--- src/rtl/pmm_sequencer.sv ---
// Host-side sequencer for a pattern-match memory (PMM): configuration writes, scan reset,
// and per-character lookups over a four-phase valid/ready handshake with timeout.
module pmm_sequencer #(
  parameter int TIMEOUT = 255,
  parameter int DEPTH   = 517
) (
  input  logic        clk,
  input  logic        rst_n,
  input  logic        cfg_valid,
  output logic        cfg_ready,
  input  logic [10:0] cfg_addr,
  input  logic [63:0] cfg_data,
  input  logic        start,
  input  logic        chr_valid,
  output logic        chr_ready,
  input  logic [7:0]  chr_data,
  input  logic        chr_last,
  output logic [63:0] pmm_data,
  output logic [15:0] pmm_control,
  output logic        pmm_valid,
  input  logic        pmm_ready,
  input  logic        pmm_accepted,
  output logic        busy,
  output logic        done,
  output logic [15:0] match_count,
  output logic [15:0] first_pos,
  output logic        err
);

  localparam int PW = (TIMEOUT > 1) ? $clog2(TIMEOUT + 1) : 1;
  localparam logic [PW-1:0] TMO_LAST = PW'(TIMEOUT - 1);
  localparam logic [11:0]   DEPTH_L  = 12'(DEPTH);

  typedef enum logic [2:0] {IDLE, CFG, RST, FETCH, ACK, REL} state_t;
  typedef enum logic [1:0] {OP_CFG, OP_RST, OP_CHR} op_t;

  state_t        state, state_d;
  op_t           op;
  logic          last_q;
  logic [15:0]   pos;
  logic [PW-1:0] phase_cnt;

  logic ld_cfg, ld_rst, ld_chr, bad_cfg, set_vld, clr_vld, clr_phase, chr_end, tmo, fin_done;

  assign cfg_ready = rst_n && (state == IDLE);
  assign chr_ready = (state == FETCH);
  assign busy      = (state != IDLE);

  always_ff @(posedge clk) begin
    if (!rst_n) state <= IDLE;
    else        state <= state_d;
  end

  always_comb begin
    state_d   = state;
    ld_cfg    = 1'b0;
    ld_rst    = 1'b0;
    ld_chr    = 1'b0;
    bad_cfg   = 1'b0;
    set_vld   = 1'b0;
    clr_vld   = 1'b0;
    clr_phase = 1'b0;
    chr_end   = 1'b0;
    tmo       = 1'b0;
    fin_done  = 1'b0;
    case (state)
      IDLE: begin
        // A config beat always wins over start; out-of-range addresses are swallowed.
        if (cfg_valid) begin
          if ({1'b0, cfg_addr} >= DEPTH_L) bad_cfg = 1'b1;
          else begin
            ld_cfg  = 1'b1;
            state_d = CFG;
          end
        end else if (start) begin
          ld_rst  = 1'b1;
          state_d = RST;
        end
      end
      CFG, RST: begin
        set_vld   = 1'b1;
        clr_phase = 1'b1;
        state_d   = ACK;
      end
      FETCH: begin
        if (chr_valid) begin
          ld_chr    = 1'b1;
          set_vld   = 1'b1;
          clr_phase = 1'b1;
          state_d   = ACK;
        end
      end
      ACK: begin
        if (pmm_ready) begin
          clr_vld   = 1'b1;
          clr_phase = 1'b1;
          chr_end   = (op == OP_CHR);
          state_d   = REL;
        end else if (phase_cnt == TMO_LAST) begin
          tmo     = 1'b1;
          clr_vld = 1'b1;
          state_d = IDLE;
        end
      end
      REL: begin
        if (!pmm_ready) begin
          case (op)
            OP_RST:  state_d = FETCH;
            OP_CHR: begin
              state_d  = last_q ? IDLE : FETCH;
              fin_done = last_q;
            end
            default: state_d = IDLE;
          endcase
        end else if (phase_cnt == TMO_LAST) begin
          tmo     = 1'b1;
          state_d = IDLE;
        end
      end
      default: state_d = IDLE;
    endcase
  end

  always_ff @(posedge clk) begin
    if (!rst_n) begin
      pmm_valid   <= 1'b0;
      pmm_control <= '0;
      pmm_data    <= '0;
      done        <= 1'b0;
      match_count <= '0;
      first_pos   <= 16'hFFFF;
      err         <= 1'b0;
      pos         <= '0;
      op          <= OP_CFG;
      last_q      <= 1'b0;
      phase_cnt   <= '0;
    end else begin
      done <= fin_done;
      if (set_vld)      pmm_valid <= 1'b1;
      else if (clr_vld) pmm_valid <= 1'b0;
      if (ld_cfg) begin
        pmm_control <= {2'b01, cfg_addr, 3'b000};
        pmm_data    <= cfg_data;
        op          <= OP_CFG;
      end
      if (ld_rst) begin
        pmm_control <= {2'b11, 11'd0, 3'b000};
        pmm_data    <= '0;
        op          <= OP_RST;
        match_count <= '0;
        first_pos   <= 16'hFFFF;
        pos         <= '0;
        err         <= 1'b0;
      end
      if (ld_chr) begin
        pmm_control <= {2'b10, 11'd0, 3'b000};
        pmm_data    <= {56'd0, chr_data};
        op          <= OP_CHR;
        last_q      <= chr_last;
      end
      // Match bookkeeping uses the pre-increment position.
      if (chr_end) begin
        pos <= pos + 16'd1;
        if (pmm_accepted) begin
          if (match_count != 16'hFFFF) match_count <= match_count + 16'd1;
          if (first_pos == 16'hFFFF)   first_pos   <= pos;
        end
      end
      if (bad_cfg || tmo) err <= 1'b1;
      if (clr_phase)                          phase_cnt <= '0;
      else if (state == ACK || state == REL)  phase_cnt <= phase_cnt + 1'b1;
    end
  end

endmodule

--- config.mk ---
export PLATFORM = sky130hd
export DESIGN_NAME = pmm_sequencer
export DESIGN_NICKNAME = d
export VERILOG_FILES = /design/src/rtl/pmm_sequencer.sv
export SDC_FILE = /design/constraint.sdc
export NUM_CORES = 1
export LEC_CHECK = 0
export BUFFER_PORTS_ARGS = -buffer_cell sky130_fd_sc_hd__buf_2
export CORE_MARGIN = 2
export CORE_UTILIZATION = 45
export CTS_CLUSTER_SIZE = 25
export DETAILED_ROUTE_END_ITERATION = 8
export PLACE_DENSITY = 0.76
export SYNTH_ARGS = -nofsm -noshare
export SYNTH_HDL_FRONTEND = slang
export SYNTH_SLANG_ARGS = --single-unit
export TNS_END_PERCENT = 30
--- constraint.sdc ---
create_clock -name clk -period 1.6 [get_ports clk]
set_input_delay 0.16 -clock clk [delete_from_list [all_inputs] [get_ports clk]]
set_output_delay 0.16 -clock clk [all_outputs]
set_load 0.01 [all_outputs]
### After elaboration in Yosys (flattened, before gate mapping)

Cells that the tools add are included.

| storage, ports and cells | value |
|---|---|
| logic and storage cells | 107 |
| flip-flop bits (word level) | 142 |

| cells by class | value |
|---|---|
| bitwise operators | 3 |
| order comparisons | 1 |
| reductions and logical operators | 16 |
| equality and inequality tests | 13 |
| $add $sub $neg | 3 |
| mux-type cells | 55 |

Operator list:

| operator | number |
|---|---|
| $mux 16 | 13 |
| $add 16x1->16 const B | 2 |
| $mux 8 | 3 |
| $mux 1 | 23 |
| $mux 3 | 7 |
| $eq 16x16->1 const B | 1 |
| $ne 16x16->1 const B | 1 |
| $pmux 3 s5 | 1 |
| $ge 11x10->1 const B | 1 |
| $add 8x1->8 const B | 1 |
| $eq 8x8->1 const B | 1 |
| $mux 2 | 4 |
| $reduce_bool 2->1 | 4 |
| $eq 3x2->1 const B | 2 |
| $eq 3x3->1 const B | 2 |
| $ne 3x3->1 const B | 2 |
| $reduce_bool 3->1 | 2 |
| $reduce_or 2->1 | 3 |
| $pmux 1 s2 | 2 |
| $pmux 2 s2 | 1 |
| $reduce_or 4->1 | 1 |
| $eq 3x1->1 const B | 1 |
| $logic_not 3->1 | 1 |
| $not 1->1 | 3 |
| other kinds (8) | 9 |

### Longest topological paths before layout

| depth | value |
|---|---|
| depth in word-level cells | 7 |
| mapped depth | 9 |
| mapped depth without buffers | 7 |

### Least setup slack after synthesis

OpenSTA, ideal clock, no wires.

| path | value |
|---|---|
| path type | register to register |
| start | register match_count[0] |
| end | register match_count[2] |
| setup slack | -0.243 ns |
| stages on the path, launching flop included | 8 |
| data arrival time | 1.767 ns |
| required time | 1.525 ns |
| path through | dfxtp_1 > ha_1 > and4_1 > clkbuf_1 > nand4_1 > a21oi_1 > o21ai_0 > o21ai_0 |

| between the ends | value |
|---|---|
| longest elaborated chain between the ends | 4 |

Ends and longest elaborated chain:

| what | RTL line | text |
|---|---|---|
| start, declared | 25 | `output logic [15:0] match_count,` |
| start signal, assigned | 165 | `if (match_count != 16'hFFFF) match_count <= match_count + 16'd1;` |
| $add 16x1->16 / $ne 16x16->1 (equally long branches) | 165 |  |
| $mux 16 * | 165 |  |
| $mux 16 * | 164 | `if (pmm_accepted) begin` |
| $mux 16 * | 162 | `if (chr_end) begin` |

Mark *: on every way between the ends. The rest lies on a longest branch, timed or not.
A chain may end at the register's enable or synchronous reset.

### Worst setup path in the final report

| path | value |
|---|---|
| start | register state[0] |
| end | register pmm_data[17] |

| between the ends | value |
|---|---|
| longest elaborated chain between the ends | 3 |

Ends and longest elaborated chain:

| what | RTL line | text |
|---|---|---|
| start, declared | 37 | `state_t state, state_d;` |
| start signal, assigned | 51 | `else state <= state_d;` |
| $eq 3x2->1 / $logic_not 3->1 (equally long branches) | 66 | `case (state)` |
| $mux 1 | 66 |  |
| $reduce_or 3->1 (no source line) | n/a |  |
| end signal, assigned | 143 | `pmm_data <= cfg_data;` |
| end signal, assigned | 157 | `pmm_data <= {56'd0, chr_data};` |
| end, declared | 18 | `output logic [63:0] pmm_data,` |

Parallel ways exist; a longest one is shown, timed or not.

==> key figures <==
Floorplanning
  – Die X-Extent: ~120 microns
  – Die ar.: ~0.014 sq mm
  – Initial Util: 46.5%
  – Num ports: 209
  – Num rows: 41
  – Core area: about 0.013 sq mm
  – Die Y: 119 microns

Worst setup path
  – Critical path class: reg2reg
  – Crit path required time: around 2000 ps
  – CP Capture Type: flop
  – Worst setup SP type: flop
  – Worst-path fanout max: 12
  – Critical path arrival: roughly 2100 ps

Timing
  – Final-report setup violation count: 89
  – Fin crit period: ~1700 ps
  – Final Slew Violations: 0
  – Setup TNS: -4190 ps
  – Final Cycle Share: 107%
  – Unrepaired setup endpoints after global routing: true
  – Layout Skew: 10.3 ps
  – Fmax: about 580 MHz
  – Hold Fails Final Rpt: 0
  – Worst setup margin: -116 ps

Power
  – Max VDD drop: between 0.0008 and 0.0009 V
  – Register share of total power: between 30 and 40%
  – Total power: ~0.0097 W
  – P_sw: roughly 0.0025 W
  – Int Pwr: a little over 0.007 W
  – Switching Fraction: approximately a quarter
  – Logic pwr share: about 16%
  – Power per cell area: 1020 mW/mm^2
  – Cell leakage power: ~4.1 nW
  – Clock power share: between 40% and 50%

Yosys
  – Sequential-to-total area share from yosys stat: between 40% and 50%
  – Top-count cell post-synth: nand2_1
  – Yosys warnings: 0
  – Number of flops mapped to enable cells by yosys: 0
  – Mapped Area: 0.00594 sq mm
  – Ys flop type: dfxtp_1
  – Most frequent cells after synthesis: 166 x nand2_1, 142 x dfxtp_1, 108 x a21oi_1
  – Area fraction of the dominant cell type after synthesis: 47.8%
  – Async SR Flop Fraction: 0%
  – Synth area leader: dfxtp_1
  – Synth cell types: between 50 and 60
  – Mean Syn Cell Area: around 8 sq um
  – Post-Syn Instances: ~750
  – Number of synthesized register bits: approximately 140
  – Largest cells by area after synthesis: dfxtp_1 48%, nand2_1 10%, a21oi_1 9.1%, nor2_1 4.2%, o21ai_0 3.5%

GRT
  – GRT Resource Usage Total: about 29%
  – Vias in the first global route: 6,626
  – Largest net degree at the start of global routing: 47
  – Initial antenna violation count: 2
  – Gr ovfl total: 0
  – First-pass GRT wire length: between 30,000 and 40,000 microns

Layout
  – Final Util: between 70 and 80%
  – Non-Filler Instances: 1,266
  – Final instance area: 0.00950 sq mm
  – Fillers: a little under 900
  – Sequential Area: approximately 0.0029 sq mm
  – Layout cell share with drive strength beyond 1: 38.9%
  – Syn-to-layout area delta: 59.8%
  – # nets final: between 1,000 and 1,500
  – Area of the multi-input gates: about 0.0032 sq mm

Detailed routing
  – Drt total wl: 21,600 microns
  – First-pass DRT Iterations: 7
  – Routed vias: 6,852
  – # DRC: 0
  – 1st-iter DRT viols: 660
  – Via/cell ratio: between 5 and 6
  – Number of routed nets with antenna violations: 0
  – Drt wl/cell: between 15 and 20 microns

Clock tree
  – CTS buffer count: 17
  – Clk buf depth: 2
  – CTS tree: done
  – Sink Count: 142
  – Htree depth: 4
  – CTS clk-pin slew, worst paths: around 70 ps
  – CTS Root Cell: clkbuf_16
  – Insertion delay to the later sink of the worst-skew pair: 430 ps

Placement
  – Placed Cells: between 1,000 and 1,500
  – Port buffer count: between 200 and 250
  – GP Congestion: 0.896
  – Placement Cell Area: a little under 0.008 sq mm
  – Post-DP HPWL: roughly 13,000 microns

Outcome
  – Status: complete, but fails checks
  – Failing checks: setup timing

Worst hold path
  – Hold Path Class: in2reg

Flow run
  – Max-cap violations: 0
## routing by layer
metal,global-route usage (%),routed length (microns),vias up
met5,0,11,-
met4,14.1,964,2
met3,8.52,1720,76
met2,49.5,10300,337
met1,33.5,8570,3189
li1,-,-,3248
## registers in the layout, summed over array words and instances (netlist names)
name,cells
pmm_control,13
pmm_valid,1
done,1
op,2
state,3
err,1
match_count,16
first_pos,16
phase_cnt,8
pos,16
last_q,1
pmm_data,64
## area by class of cell
cell class / count / share of cell area [%]
sequential: 142 / 30.1
tap: 172 / 2.27
clock inverter: 15 / 2.45
timing repair buffer: 360 / 27.0
antenna: 1 / 0.0264
inverter: 9 / 0.356
multi-input combinational: 550 / 33.3
clock buffer: 17 / 4.48
## power by group through the flow
stage	clock network [W]	registers, W	logic, W
2_1_floorplan	0	0.00384	0.000581
3_3_place_gp	0	0.00380	0.00110
4_1_cts	0.00442	0.00373	0.00130
6_report	0.00442	0.00374	0.00150
5_1_grt	0.00463	0.00375	0.00161
3_5_place_dp	0	0.00380	0.00111
## cells in the final DEF, fill, tap and decap left out, drive strengths merged, types with 12 or more instances in the layout
cell type | Yosys | final
nand4 | 13 | 13
buf | 30 | 294
inv | 8 | 12
clkbuf | 21 | 21
o21ai | 46 | 46
nand2 | 166 | 166
dfxtp | 142 | 142
nand3 | 20 | 20
a21oi | 108 | 109
and3 | 14 | 14
dlygate4sd3 | 0 | 62
nor2 | 67 | 67
## final timing paths
| kind | startpoint | end | slack (ps) | cells after the start |
|---|---|---|---|---|
| setup reg to reg | state[0] | pmm_data[17] | -120 | 9 |
| hold reg to reg | pmm_data[53] | pmm_data[53] | 450 | 2 |
| setup / recovery | state[0] | pmm_data[17] | -120 | 9 |
| hold / removal | cfg_addr[0] | pmm_control[3] | 9 | 3 |
## worst max-delay path, cell delays in order, from the launching register on
cell and delay, ps:
dfxtp_2 350, buf_4 150, nor2_4 110, nand3b_1 180, buf_6 180, nor2_4 90
buf_4 160, buf_12 150, nand2_1 110, a21oi_2 160
## logic make-up after synthesis
kind of cell	count (synthesis)	share of synthesized area [%]
compound gates	186	17.1
fa+ha+maj	6	1.26
simple gates	341	26.5
xor+xnor	11	1.62
other cells	1	0.0631
flops	142	47.8
buf+inv	60	5.22
mux	2	0.358
## repair_timing
item | in CTS | in global routing
pin swaps | 6 | 8
setup endpoints to repair | 108 | 132
setup buffers | 3 | 4
endpoints found under the hold margin | 62 | 0
hold buffers | 62 | 0
gates cloned | 2 | 5
gates resized for setup | 29 | 61
## through the flow
stage,hold slack (ps),worst slack [ps]
finish,9.15,-116
global route,17.0,-195
CTS,0.493,-95.8
detailed placement,405,-218
global placement,400,-172
floorplan,294,-180
Note: power is estimated with default switching activity, not from simulation.
